[src/rtl/alu_wb_return_pkg.sv]
// Shared register-file constants and helpers for the ALU write-back return path.
// Holds the constants that decode, ALU and write-back must agree on.
package alu_wb_return_pkg;

   localparam int DATA_SIZE     = 32;
   localparam int REG_ADDR_SIZE = 5;
   localparam int WB_DEPTH      = 4;

   typedef logic [DATA_SIZE-1:0]     data_t;
   typedef logic [REG_ADDR_SIZE-1:0] reg_addr_t;

   localparam logic      REG_WRITE_ACCEPT = 1'b1;
   localparam logic      REG_WRITE_DENY   = 1'b0;
   localparam reg_addr_t REG_ADDR_RESET   = '0;
   localparam data_t     DATA_BUS_RESET   = '0;

   // x0 is hard-wired zero, so writes to it are discarded like denied writes.
   function automatic logic is_writable(input logic we, input reg_addr_t addr);
      return (we == REG_WRITE_ACCEPT) && (addr != '0);
   endfunction

endpackage

[src/rtl/alu_wb_return_if.sv]
// ALU-result handshake, register-file write port and bypass lookup bundle.
interface alu_wb_return_if
   import alu_wb_return_pkg::*;
#(
   parameter int PTR_W = 2
);
   logic             validIn;
   logic             readyOut;
   logic             writeEnableIn;
   reg_addr_t        writeBackAddrIn;
   data_t            writeDataIn;
   logic             regWriteEnable;
   reg_addr_t        regWriteAddr;
   data_t            regWriteData;
   logic             regWriteReady;
   reg_addr_t        srcAddr1;
   reg_addr_t        srcAddr2;
   logic             fwdHit1;
   logic             fwdHit2;
   data_t            fwdData1;
   data_t            fwdData2;
   logic [PTR_W:0]   pendingCount;

   modport master (
      output validIn, writeEnableIn, writeBackAddrIn, writeDataIn,
      output regWriteReady, srcAddr1, srcAddr2,
      input  readyOut, regWriteEnable, regWriteAddr, regWriteData,
      input  fwdHit1, fwdHit2, fwdData1, fwdData2, pendingCount
   );

   modport slave (
      input  validIn, writeEnableIn, writeBackAddrIn, writeDataIn,
      input  regWriteReady, srcAddr1, srcAddr2,
      output readyOut, regWriteEnable, regWriteAddr, regWriteData,
      output fwdHit1, fwdHit2, fwdData1, fwdData2, pendingCount
   );

endinterface

[src/rtl/alu_wb_return_fwd_match.sv]
// Newest-first bypass search over the pending write-back entries for one source.
module wb_fwd_match
   import alu_wb_return_pkg::*;
#(
   parameter int DEPTH = WB_DEPTH,
   parameter int PTR_W = 2
) (
   input  reg_addr_t [DEPTH-1:0] ent_addr,
   input  data_t     [DEPTH-1:0] ent_data,
   input  logic      [DEPTH-1:0] ent_vld,
   input  logic      [PTR_W-1:0] wr_ptr,
   input  reg_addr_t             src_addr,
   output logic                  hit,
   output data_t                 data
);

   logic [PTR_W-1:0] idx;

   // Walk oldest to newest starting at wr_ptr; later matches overwrite earlier ones.
   always_comb begin
      hit  = 1'b0;
      data = '0;
      idx  = '0;
      for (int i = 0; i < DEPTH; i++) begin
         idx = wr_ptr + PTR_W'(i);
         if (ent_vld[idx] && (ent_addr[idx] == src_addr) && (src_addr != '0)) begin
            hit  = 1'b1;
            data = ent_data[idx];
         end
      end
   end

endmodule

[src/rtl/alu_wb_return.sv]
// In-order write-back buffer between the ALU and the register file,
// with a two-port bypass lookup over the pending entries.
module alu_wb_return
   import alu_wb_return_pkg::*;
#(
   parameter int DEPTH = WB_DEPTH,
   parameter int PTR_W = 2
) (
   input logic            clk,
   input logic            resetIn,
   alu_wb_return_if.slave wb
);

   localparam logic [PTR_W:0] FULL_CNT = (PTR_W+1)'(DEPTH);

   reg_addr_t [DEPTH-1:0] ent_addr;
   data_t     [DEPTH-1:0] ent_data;
   logic      [DEPTH-1:0] ent_vld;
   logic      [PTR_W-1:0] wr_ptr;
   logic      [PTR_W-1:0] rd_ptr;
   logic      [PTR_W:0]   count;
   logic                  ready;
   logic                  not_empty;
   logic                  push;
   logic                  pop;

   assign ready     = (count != FULL_CNT);
   assign not_empty = (count != '0);
   assign push      = wb.validIn && ready && is_writable(wb.writeEnableIn, wb.writeBackAddrIn);
   assign pop       = not_empty && wb.regWriteReady;

   always_ff @(posedge clk or negedge resetIn) begin
      if (!resetIn) begin
         wr_ptr  <= '0;
         rd_ptr  <= '0;
         count   <= '0;
         ent_vld <= '0;
      end else begin
         if (push) wr_ptr <= wr_ptr + PTR_W'(1);
         if (pop)  rd_ptr <= rd_ptr + PTR_W'(1);
         if (push && !pop)      count <= count + (PTR_W+1)'(1);
         else if (pop && !push) count <= count - (PTR_W+1)'(1);
         // wr_ptr == rd_ptr only when empty or full, so push and pop never hit the same slot.
         if (pop)  ent_vld[rd_ptr] <= 1'b0;
         if (push) ent_vld[wr_ptr] <= 1'b1;
      end
   end

   always_ff @(posedge clk) begin
      if (push) begin
         ent_addr[wr_ptr] <= wb.writeBackAddrIn;
         ent_data[wr_ptr] <= wb.writeDataIn;
      end
   end

   assign wb.readyOut       = ready;
   assign wb.regWriteEnable = not_empty;
   assign wb.regWriteAddr   = not_empty ? ent_addr[rd_ptr] : REG_ADDR_RESET;
   assign wb.regWriteData   = not_empty ? ent_data[rd_ptr] : DATA_BUS_RESET;
   assign wb.pendingCount   = count;

   wb_fwd_match #(.DEPTH(DEPTH), .PTR_W(PTR_W)) u_fwd1 (
      .ent_addr (ent_addr),
      .ent_data (ent_data),
      .ent_vld  (ent_vld),
      .wr_ptr   (wr_ptr),
      .src_addr (wb.srcAddr1),
      .hit      (wb.fwdHit1),
      .data     (wb.fwdData1)
   );

   wb_fwd_match #(.DEPTH(DEPTH), .PTR_W(PTR_W)) u_fwd2 (
      .ent_addr (ent_addr),
      .ent_data (ent_data),
      .ent_vld  (ent_vld),
      .wr_ptr   (wr_ptr),
      .src_addr (wb.srcAddr2),
      .hit      (wb.fwdHit2),
      .data     (wb.fwdData2)
   );

endmodule
[src/flat_wrapper.sv]
// flat-port wrapper written by rule: the top's interface ports become plain ports
module alu_wb_return_flat import alu_wb_return_pkg::*;
#(
   parameter int DEPTH = WB_DEPTH,
   parameter int PTR_W = 2
)
  (clk, resetIn, wb_validIn, wb_writeEnableIn, wb_writeBackAddrIn, wb_writeDataIn, wb_regWriteReady, wb_srcAddr1, wb_srcAddr2, wb_readyOut, wb_regWriteEnable, wb_regWriteAddr, wb_regWriteData, wb_fwdHit1, wb_fwdHit2, wb_fwdData1, wb_fwdData2, wb_pendingCount);
  alu_wb_return_if #(.PTR_W(PTR_W)) wb_i ();
  input logic clk;
  input logic resetIn;
  input wire logic [$bits(wb_i.validIn)-1:0] wb_validIn;
  input wire logic [$bits(wb_i.writeEnableIn)-1:0] wb_writeEnableIn;
  input wire logic [$bits(wb_i.writeBackAddrIn)-1:0] wb_writeBackAddrIn;
  input wire logic [$bits(wb_i.writeDataIn)-1:0] wb_writeDataIn;
  input wire logic [$bits(wb_i.regWriteReady)-1:0] wb_regWriteReady;
  input wire logic [$bits(wb_i.srcAddr1)-1:0] wb_srcAddr1;
  input wire logic [$bits(wb_i.srcAddr2)-1:0] wb_srcAddr2;
  output wire logic [$bits(wb_i.readyOut)-1:0] wb_readyOut;
  output wire logic [$bits(wb_i.regWriteEnable)-1:0] wb_regWriteEnable;
  output wire logic [$bits(wb_i.regWriteAddr)-1:0] wb_regWriteAddr;
  output wire logic [$bits(wb_i.regWriteData)-1:0] wb_regWriteData;
  output wire logic [$bits(wb_i.fwdHit1)-1:0] wb_fwdHit1;
  output wire logic [$bits(wb_i.fwdHit2)-1:0] wb_fwdHit2;
  output wire logic [$bits(wb_i.fwdData1)-1:0] wb_fwdData1;
  output wire logic [$bits(wb_i.fwdData2)-1:0] wb_fwdData2;
  output wire logic [$bits(wb_i.pendingCount)-1:0] wb_pendingCount;
  assign wb_i.validIn = wb_validIn;
  assign wb_i.writeEnableIn = wb_writeEnableIn;
  assign wb_i.writeBackAddrIn = wb_writeBackAddrIn;
  assign wb_i.writeDataIn = wb_writeDataIn;
  assign wb_i.regWriteReady = wb_regWriteReady;
  assign wb_i.srcAddr1 = wb_srcAddr1;
  assign wb_i.srcAddr2 = wb_srcAddr2;
  assign wb_readyOut = wb_i.readyOut;
  assign wb_regWriteEnable = wb_i.regWriteEnable;
  assign wb_regWriteAddr = wb_i.regWriteAddr;
  assign wb_regWriteData = wb_i.regWriteData;
  assign wb_fwdHit1 = wb_i.fwdHit1;
  assign wb_fwdHit2 = wb_i.fwdHit2;
  assign wb_fwdData1 = wb_i.fwdData1;
  assign wb_fwdData2 = wb_i.fwdData2;
  assign wb_pendingCount = wb_i.pendingCount;
  alu_wb_return #(.DEPTH(DEPTH), .PTR_W(PTR_W)) u_core (.clk(clk), .resetIn(resetIn), .wb(wb_i));
endmodule
[config.mk]
export PLATFORM = sky130hd
export DESIGN_NAME = alu_wb_return_flat
export DESIGN_NICKNAME = d
export VERILOG_FILES = /design/src/rtl/alu_wb_return_pkg.sv /design/src/rtl/alu_wb_return_if.sv /design/src/rtl/alu_wb_return_fwd_match.sv /design/src/rtl/alu_wb_return.sv /design/src/flat_wrapper.sv
export SDC_FILE = /design/constraint.sdc
export NUM_CORES = 1
export LEC_CHECK = 0
export ABC_CLOCK_PERIOD_IN_PS = 6640
export CORE_AREA = 3 3 154 156
export DETAILED_ROUTE_END_ITERATION = 6
export DIE_AREA = 0 0 157 159
export PLACE_DENSITY = 0.81
export SYNTH_ARGS = -nofsm -noshare
export SYNTH_HDL_FRONTEND = slang
export SYNTH_SLANG_ARGS = --single-unit
[constraint.sdc]
create_clock -name clk -period 6.64 [get_ports clk]
set_input_delay 1.992 -clock clk [delete_from_list [all_inputs] [get_ports clk]]
set_output_delay 1.992 -clock clk [all_outputs]
set_load 0.01 [all_outputs]
==> impl_summary.md, run 1 <==
Outcome
The flow ran to the end, but the final reports show violations. The checks that failed: negative setup slack.

STA
The count of endpoints failing hold in the final timing report is 0. In this run the tightest slew margin relative to its limit is 0.3013. For the pin with the worst max-slew slack, the measured transition is around 1000 ps. The worst setup skew after layout is 9.581 ps.

The post-layout worst setup margin is -15.26 ps. Hold is met by 512.8 ps. Of the available clock period, the critical path in the final layout requires 1.002. Setup repair after global routing could not meet its margin everywhere. Setup violations remaining at the end of the flow were counted as 1.

Subtracting the final worst setup slack from the clock period gives between 6000 and 7000 ps. The number of max-slew violations in the final report is 0. For this run, the top clock speed supported by timing is 150.3 MHz.

Synthesis
The prevailing post-synth register cell is sky130_fd_sc_hd__edfxtp_1. The count of flip-flops with a built-in enable after synthesis is 148. The post-synthesis cell type count is 52. Dividing the synthesized area by the synthesized cell count gives 12.09 sq um. The share of synthesized area in the top cell type comes to 0.3497.

The number of nets produced by synthesis is roughly 1,100. The summed instance area of the synthesized netlist is 12,710 sq um. The proportion of register bits with asynchronous set or reset after synthesis is 0.06918.

Of all cell types, the one taking the most synthesized area is sky130_fd_sc_hd__edfxtp_1. Synthesis handed over a netlist of 1,051 instances. Synthesis inferred 159 register bits. The register area share after synthesis is 0.3714.

Ranked by total cell area, the synthesized netlist is headed by sky130_fd_sc_hd__edfxtp_1, sky130_fd_sc_hd__mux4_2, sky130_fd_sc_hd__o31ai_1, sky130_fd_sc_hd__and2_1, sky130_fd_sc_hd__mux2i_1. For this run, the number of Yosys warnings is 0.

Cells and area
Once layout is done, the placed cells without fillers occupy 15,970 sq um. The final-stage net count is 1,258. Summing all flip-flop and latch instances after layout gives 4727 sq um. The share of the core filled with cells is 0.7095.

After filler insertion, the fill cell instance count of the layout stands at 1,469. In the final layout, the share of cells above drive strength 1 is 0.2920. The area taken by multi-input logic gates is 7749 sq um. The final antenna diode count is 0.

The area added between synthesis and finish is 25.64%.

Global routing
The number of global-route vias before repair is 10,980. The number of antenna violations at the first check in global routing is 1. The total overflow left after global routing is 0. The global-route wire length before repair is 62,400 um. The pin count of the biggest net entering global routing is 91.

The aggregate global-route resource usage is 0.3209.

Setup path
The worst setup path is of the primary input to output pin kind. Data on the critical path arrives at its endpoint at approximately 4700 ps. The kind of cell with the highest combined delay on the critical path is buffers and inverters. The worst path required time is 4650 ps. The worst-path cell with the longest stage delay is sky130_fd_sc_hd__clkdlybuf4s50_1. For this run, the slowest stage of the critical path takes 550 ps. The count of buffering cells on the critical path with inverters included is 4. Walking the worst path, the cells encountered are clkdlybuf4s50_1 > buf_4 > xnor2_1 > nand4_1 > or2_2 > buf_4 > o31ai_4 > a211o_1 > clkdlybuf4s50_1. The worst setup path is launched from a primary input. The critical path capture point type is an output pin. Of all nets on the critical path, the largest fanout is 6. The setup check on the worst reg-to-reg path leaves a slack of 3070 ps.

Clocking
The deepest clock path buffer count is 2. The number of sinks on the clock net is 159. TritonCTS built the clock tree. Clock-pin slew was measured on the worst setup and hold paths at 70 ps. Clock tree synthesis selected as its root buffer the cell sky130_fd_sc_hd__clkbuf_16. The clock tree synthesis step divided the H-tree into 4 levels. The later-pin clock latency in the skew report is 440 ps.

The number of buffers added by the clock tree synthesis step is 17.

Routing
After the first detailed-routing iteration, the DRC count stood at 1,525. The detailed-routing iteration count for the pre-antenna-repair pass is 6. The via-per-instance ratio is 7.373. In this run the remaining antenna-violating nets after routing total 0. The average routed wire per standard cell is 26.97 um. The routed layout has 11,020 vias. The routed design has 40,300 um of wire.

After detailed routing, the number of remaining DRC violations is 0.

Place
Routability-driven placement finished with a final weighted congestion of 0.9123. In this run the cell area measured after placement is 14,950 sq um. Once detailed placement completed, the half-perimeter wirelength came to approximately 26,000 um. The worst setup slack before clock tree synthesis is -117.0 ps. The count of buffers added on input and output ports is approximately 160.

Pwr
The switching power as a share of total power is 0.4365. The maximum vdd drop is ~280 uV. The internal power of the cells totals between 4000 and 5000 uW. The part of the power in registers is 0.194. In this run the power spent charging and discharging nets is between 3000 and 4000 uW.

In this run the static leakage power is ~0.0063 uW. The share of power burned in combinational logic is 0.672. The share of power burned in the clock network is 0.134. The total power divided by cell area is around 460 nW/um^2.

Floorplan
The floorplan step defined a die boundary enclosing 24,960 sq um. The number of top-level pins is 160. The floorplan die height is 159 um. After floorplanning, the core was divided into 55 placement rows.

The floorplan core area is 22,500 sq um. The die width is around 160 um. For this configuration, the core starts out at a cell density of 0.5647.

Job
The count of maximum capacitance violations is 0.

Min path
The class of the worst hold path is register to register.
## worst register-to-register path, delay by kind of cell, from the launching register on
kind | cells | cell delay (ps)
adders and majority gates | 1 | 300
and+or+nand+nor | 1 | 810
buffers and inverters | 3 | 1720
DFF | 1 | 420
## logic make-up (layout without fill, tap and decap cells)
logic type	after synthesis	in the layout	share of synthesized area
buf+inv	128	285	0.04627
compound gates	204	204	0.1281
fa+ha+maj	10	10	0.01044
xor+xnor	43	43	0.03023
flops	159	159	0.3714
mux	194	194	0.2836
simple gates	313	314	0.1300
## power by group through the flow
stage                     Sequential [uW]  Clock [uW]  Combinational, uW
after floorplan                      1340           0               3220
after global routing                 1430        1030               5160
after detailed placement             1420           0               4700
after CTS                            1400         975               4780
after global placement               1410           0               4630
final                                1410         975               4890
## metal layers
layer | share of wire | GRT usage | wire length (um)
met1 | 0.36 | 0.4265 | 14630
met2 | 0.48 | 0.5037 | 19280
met3 | 0.11 | 0.06768 | 4288
met4 | 0.052 | 0.1564 | 2092
met5 | 0.00017 | 0 | 7
## state kept, by name (all words and copies together), names as in the netlist
register                count
u_core.ent_data           128
u_core.ent_addr            20
u_core.ent_vld              4
u_core.wb.pendingCount      3
u_core.rd_ptr               2
u_core.wr_ptr               2
## through the flow
stage | std cells | TNS [ps] | power [uW]
after floorplan | 1051 | 0 | 4552
after global placement | 1454 | -1762 | 6040
after detailed placement | 1454 | -2596 | 6122
after CTS | 1491 | -63.54 | 7162
after global routing | 1494 | -280.0 | 7616
final | 1494 | -15.26 | 7270
## final cells by class
cell class                 instances  area share
clock buffer                      18     0.02688
clock inverter                    14    0.009404
multi-input combinational        765      0.4853
timing repair buffer             246      0.1584
tap                              285     0.02233
sequential                       159      0.2961
inverter                           7    0.001646
## worst paths after layout
kind / from / to / cells after the start
setup / recovery: wb_srcAddr1[4] / wb_fwdData1[31] / 9
hold / removal: u_core.wb.pendingCount[2]$_DFFE_PN0P_ / u_core.wb.pendingCount[2]$_DFFE_PN0P_ / 1
hold reg to reg: u_core.wb.pendingCount[2]$_DFFE_PN0P_ / u_core.wb.pendingCount[2]$_DFFE_PN0P_ / 1
min in group asynchronous: resetIn / u_core.ent_vld[2]$_DFF_PN0_ / 1
setup reg to reg: u_core.wr_ptr[0]$_DFFE_PN0N_ / u_core.ent_data[125]$_DFFE_PP_ / 5
max in group asynchronous: resetIn / u_core.wr_ptr[0]$_DFFE_PN0N_ / 1
## placed cells by master, fill, tap and decap left out, types with 6 or more instances in the layout
cell,instances
sky130_fd_sc_hd__nor3b_2,9
sky130_fd_sc_hd__edfxtp_1,148
sky130_fd_sc_hd__nand3_1,64
sky130_fd_sc_hd__clkbuf_16,17
sky130_fd_sc_hd__o31ai_2,27
sky130_fd_sc_hd__buf_12,15
sky130_fd_sc_hd__o31ai_4,6
sky130_fd_sc_hd__mux2_2,29
sky130_fd_sc_hd__nand2_1,81
sky130_fd_sc_hd__dfrtp_1,7
sky130_fd_sc_hd__xnor2_1,27
sky130_fd_sc_hd__clkdlybuf4s50_1,101
sky130_fd_sc_hd__and2_1,51
sky130_fd_sc_hd__o311a_1,27
sky130_fd_sc_hd__nor3b_1,18
sky130_fd_sc_hd__mux4_2,130
sky130_fd_sc_hd__mux2i_1,34
sky130_fd_sc_hd__o31ai_1,26
sky130_fd_sc_hd__dlygate4sd2_1,15
sky130_fd_sc_hd__o211ai_1,27
sky130_fd_sc_hd__nor2_1,55
sky130_fd_sc_hd__inv_1,6
sky130_fd_sc_hd__dlymetal6s2s_1,43
sky130_fd_sc_hd__a211o_1,17
sky130_fd_sc_hd__buf_4,70
sky130_fd_sc_hd__a221o_1,17
sky130_fd_sc_hd__o21ai_0,6
sky130_fd_sc_hd__ha_1,8
sky130_fd_sc_hd__a21oi_1,31
sky130_fd_sc_hd__xor2_1,9
sky130_fd_sc_hd__nor3_1,7
## cells in the mapped netlist, types with 5 or more instances
master / number
sky130_fd_sc_hd__mux2i_1: 35
sky130_fd_sc_hd__nand2_1: 81
sky130_fd_sc_hd__nand3_1: 64
sky130_fd_sc_hd__ha_1: 9
sky130_fd_sc_hd__nor3b_1: 21
sky130_fd_sc_hd__a21oi_1: 31
sky130_fd_sc_hd__buf_6: 6
sky130_fd_sc_hd__xor2_1: 12
sky130_fd_sc_hd__o311a_1: 27
sky130_fd_sc_hd__o21ai_0: 6
sky130_fd_sc_hd__a221o_1: 17
sky130_fd_sc_hd__nor3b_2: 6
sky130_fd_sc_hd__edfxtp_1: 148
sky130_fd_sc_hd__mux4_2: 130
sky130_fd_sc_hd__o211ai_1: 27
sky130_fd_sc_hd__a211oi_1: 6
sky130_fd_sc_hd__clkbuf_1: 67
sky130_fd_sc_hd__nor2_1: 57
sky130_fd_sc_hd__xnor2_1: 30
sky130_fd_sc_hd__a211o_1: 17
sky130_fd_sc_hd__o31ai_2: 8
sky130_fd_sc_hd__and2_1: 57
sky130_fd_sc_hd__mux2_2: 29
sky130_fd_sc_hd__buf_1: 10
sky130_fd_sc_hd__nand4_1: 5
sky130_fd_sc_hd__o31ai_1: 51
sky130_fd_sc_hd__buf_2: 37
sky130_fd_sc_hd__dfrtp_1: 11
sky130_fd_sc_hd__inv_1: 6
sky130_fd_sc_hd__nor3_1: 7
## repair_timing
item                                    in CTS  in global routing
endpoints found under the setup margin      50                 48
buffers inserted                             4                  3
hold buffers                                 0                  0
gates cloned                                 1                  0
pin swaps                                    2                  6
resized for setup                           42                 67
(Power assumes the default switching activity.)
==> run 2: changes to the inputs <==
--- a/config.mk
+++ b/config.mk
@@ -6,9 +6,9 @@
 export NUM_CORES = 1
 export LEC_CHECK = 0
 export ABC_CLOCK_PERIOD_IN_PS = 6640
-export CORE_AREA = 3 3 154 156
+export CORE_AREA = 3 3 177 136
 export DETAILED_ROUTE_END_ITERATION = 6
-export DIE_AREA = 0 0 157 159
+export DIE_AREA = 0 0 180 139
 export PLACE_DENSITY = 0.81
 export SYNTH_ARGS = -nofsm -noshare
 export SYNTH_HDL_FRONTEND = slang
==> run 2 against run 1 <==
Against the previous run:
- the run still ends with negative setup slack left
- cell area up 0.26%
- hold slack improved by 0.79 ps
- first-iteration DRC count grew 22%
- maximum frequency down 0.31%
- critical endpoint is now wb_fwdData2[23]
- highest routed layer unchanged
==> impl_summary.md, run 2 (synthesis results as in run 1) <==
STA
The worst hold slack is 513.6 ps (+0.7870 ps). The shortest clock period the worst path allows after layout is 6676 ps (+20.67 ps). The final critical-path share of the clock period is 1.005 (+0.003114). The remaining max-slew budget at the tightest pin was 0.3146 (+0.01327).

The post-layout worst setup margin is -35.93 ps (-20.67 ps). The fmax came to 149.8 MHz (-0.31%). The slew at the pin closest to its max-slew limit was 1028 ps (-19.90 ps). Setup repair after global routing could not meet its margin everywhere. The summed negative setup slack over all endpoints is -43.90 ps (-28.64 ps). The worst setup skew after layout came to 6.015 ps (-3.566 ps). The count of endpoints failing hold in the final timing report is 0 (unchanged). The final setup violation count is 2 (+1). The number of max-slew violations in the final report is 0 (unchanged).

Global routing
The number of antenna violations at the first check in global routing came to 3 (+2). The global-route wire length before repair came to 60,090 um (-3.7%). The overall overflow remaining after global route is 0 (unchanged). The aggregate global-route resource usage is 0.3035 (-0.01741). The number of global-route vias before repair is 10,400 (-5.3%). The pin count of the biggest net entering global routing is 95 (+4.4%).

Clocking
The hold buffer count at cts is 0 (unchanged). The number of sinks on the clock net is 159 (unchanged). The CTS clock-pin slew for the worst setup and hold paths was 60 ps (about the same).

The deepest clock path buffer count is 2 (unchanged). The later-pin clock latency in the skew report was 430 ps (about the same). The number of buffers added by the clock tree synthesis step is 17 (unchanged). The total number of H-tree levels is 4 (unchanged).

TritonCTS built the clock tree. The cell at the root of the clock tree is sky130_fd_sc_hd__clkbuf_16.

Min path
The launch point of the worst hold path is u_core.wb.pendingCount[2]$_DFFE_PN0P_. The class of the worst hold path is register to register.

Cells and area
The final-stage net count is 1,249 (-0.72%). The post-layout instance count excluding filler cells was 1,500 (+0.40%). The fraction of layout cells with a size suffix above 1 is 0.2911 (-0.0009009). The most frequent standard cell in the layout excluding fill and tap cells is sky130_fd_sc_hd__edfxtp_1. The area added between synthesis and finish is 25.96%. Leaving out fill and tap cells, the most frequent cells in the layout are sky130_fd_sc_hd__edfxtp_1, sky130_fd_sc_hd__mux4_2, sky130_fd_sc_hd__clkdlybuf4s50_1. The share of the core filled with cells is 0.7070 (-0.002529). Counting flops per register, the top entry is u_core.ent_data. The number of flip-flops under the largest register name is 128 (unchanged). The largest registers in the layout are u_core.ent_data: 128 flops, u_core.ent_addr: 20 flops, u_core.ent_vld: 4 flops.

Floorplan
The initial core utilization was 0.5613 (-0.003464). The area enclosed by the die boundary came to 25,020 sq um (+0.23%). The floorplan die height is 139 um (-13%). The floorplan core area is 22,640 sq um (+0.62%).

The number of core rows is 48 (-13%). The number of top-level pins is 160 (unchanged). The die width is 180 um (+15%).

Pwr
The total power divided by cell area came to 456.0 nW/um^2 (+0.16%). The leakage power of the design is 0.006257 uW (-0.68%). The post-layout total power is 7300 uW (+0.42%).

The maximum vdd drop was 289.5 uV (+4.4%).

Routing
The wire length on met3 is 5008 um (+17%). The routed wire length on met2 was 17,950 um (-6.9%). The via-per-instance ratio is 7.236 (-1.9%). The average routed wire per standard cell is 26.09 um (-3.3%). The count of vias placed by the detailed router came to 10,850 (-1.5%). The detailed router used layers up to and including met5.

The detailed-routing iteration count for the pre-antenna-repair pass is 7 (+1). The routed metal-1 wire length is 14,600 um (-0.17%). The number of DRC markers in iteration 0 is 1,868 (+22%). The remaining number of nets flagged by the antenna check after routing is 0 (unchanged).

The DRC violation count after routing is 0 (unchanged). The total wirelength of the detailed-routed design is 39,130 um (-2.9%).

Setup path
Tracing the worst setup path back leads to its startpoint at wb_srcAddr2[0]. The worst path required time is 4650 ps (about the same). Among all stages on the critical path, the largest delay is contributed by sky130_fd_sc_hd__clkdlybuf4s50_1. The kind of cell with the highest combined delay on the critical path is buffers and inverters. The kind of critical path is primary input to output pin. The critical path capture point type is an output pin. The signal on the critical path passes through clkdlybuf4s50_1 > buf_4 > xor2_1 > nor4_4 > and2_4 > buf_4 > buf_12 > o311a_1 > o31ai_2 > clkdlybuf4s50_1. The internal reg-to-reg setup slack is 3180 ps (+110 ps).

The worst stage delay on the critical path is 580 ps (+30 ps). The largest fanout on the critical path is 11 (+5). The critical path arrival is 4680 ps (+20 ps). The count of buffering cells on the critical path with inverters included is 5 (+1).

STA classifies the critical path startpoint as a primary input. In this run the critical register-to-register path is launched from u_core.wr_ptr[0]$_DFFE_PN0N_.

Outcome
The run finished, with violations left. The final reports fail on negative setup slack.

Job
The count of maximum capacitance violations is 0 (unchanged).

Place
The weighted congestion at the end of routability-driven global placement was 0.9464 (+3.7%). The HPWL after detailed placement is 24,920 um (-3.0%). The number of port buffers was 159 (unchanged). The placed cell count is 1,459 (+0.34%).
run 2: changes by cell type in the layout (fill, tap and decap cells not counted), moves of 4 or more:
cell	before	now
sky130_fd_sc_hd__bufinv_16	1	5
sky130_fd_sc_hd__inv_6	5	0
sky130_fd_sc_hd__buf_4	70	59
sky130_fd_sc_hd__nor3b_1	18	12
sky130_fd_sc_hd__o31ai_1	26	30
sky130_fd_sc_hd__nor3b_2	9	14
run 2: power breakdown:
| part | internal, uW | switching, uW |
|---|---|---|
| Combinational | 2310 | 2520 |
| Sequential | 1240 | 163 |
| Clock | 662 | 399 |
run 2: worst paths after layout:
path / end / cells past startpoint
hold reg to reg: u_core.wb.pendingCount[2]$_DFFE_PN0P_ / 1
min in group asynchronous: u_core.wb.pendingCount[2]$_DFFE_PN0P_ / 1
max in group asynchronous: u_core.wr_ptr[0]$_DFFE_PN0N_ / 1
setup / recovery: wb_fwdData2[23] / 10
setup reg to reg: u_core.ent_addr[18]$_DFFE_PP_ / 5
hold / removal: u_core.wb.pendingCount[2]$_DFFE_PN0P_ / 1
run 2: routing by layer:
layer | up-vias | global-route usage
li1 | 4499 | -
met1 | 5338 | 0.4148
met2 | 858 | 0.4652
met3 | 157 | 0.08469
met4 | 2 | 0.1208
met5 | - | 0
run 2: timing repair:
item / 4_1_cts / 5_1_grt
resized for setup: 38 / 82
gates cloned: 1 / 1
buffers inserted: 4 / 3
setup endpoints to repair: 59 / 51
pin swaps: 5 / 11
run 2: area by class of cell:
cell class / count / area [sq um]
fill: 1532 / 6634
tap: 300 / 375.4
clock inverter: 12 / 192.7
inverter: 7 / 26.28
clock buffer: 19 / 432.9
sequential: 159 / 4727
antenna: 1 / 2.502
multi-input combinational: 765 / 7770
timing repair buffer: 237 / 2481
run 2: stage by stage:
| step | instance area (sq um) | setup slack [ps] |
|---|---|---|
| final | 16010 | -35.93 |
| after global routing | 16010 | -121.8 |
| after CTS | 15650 | -19.54 |
| after detailed placement | 14890 | -160.8 |
| after global placement | 14890 | -167.3 |
| after floorplan | 12710 | 314.2 |
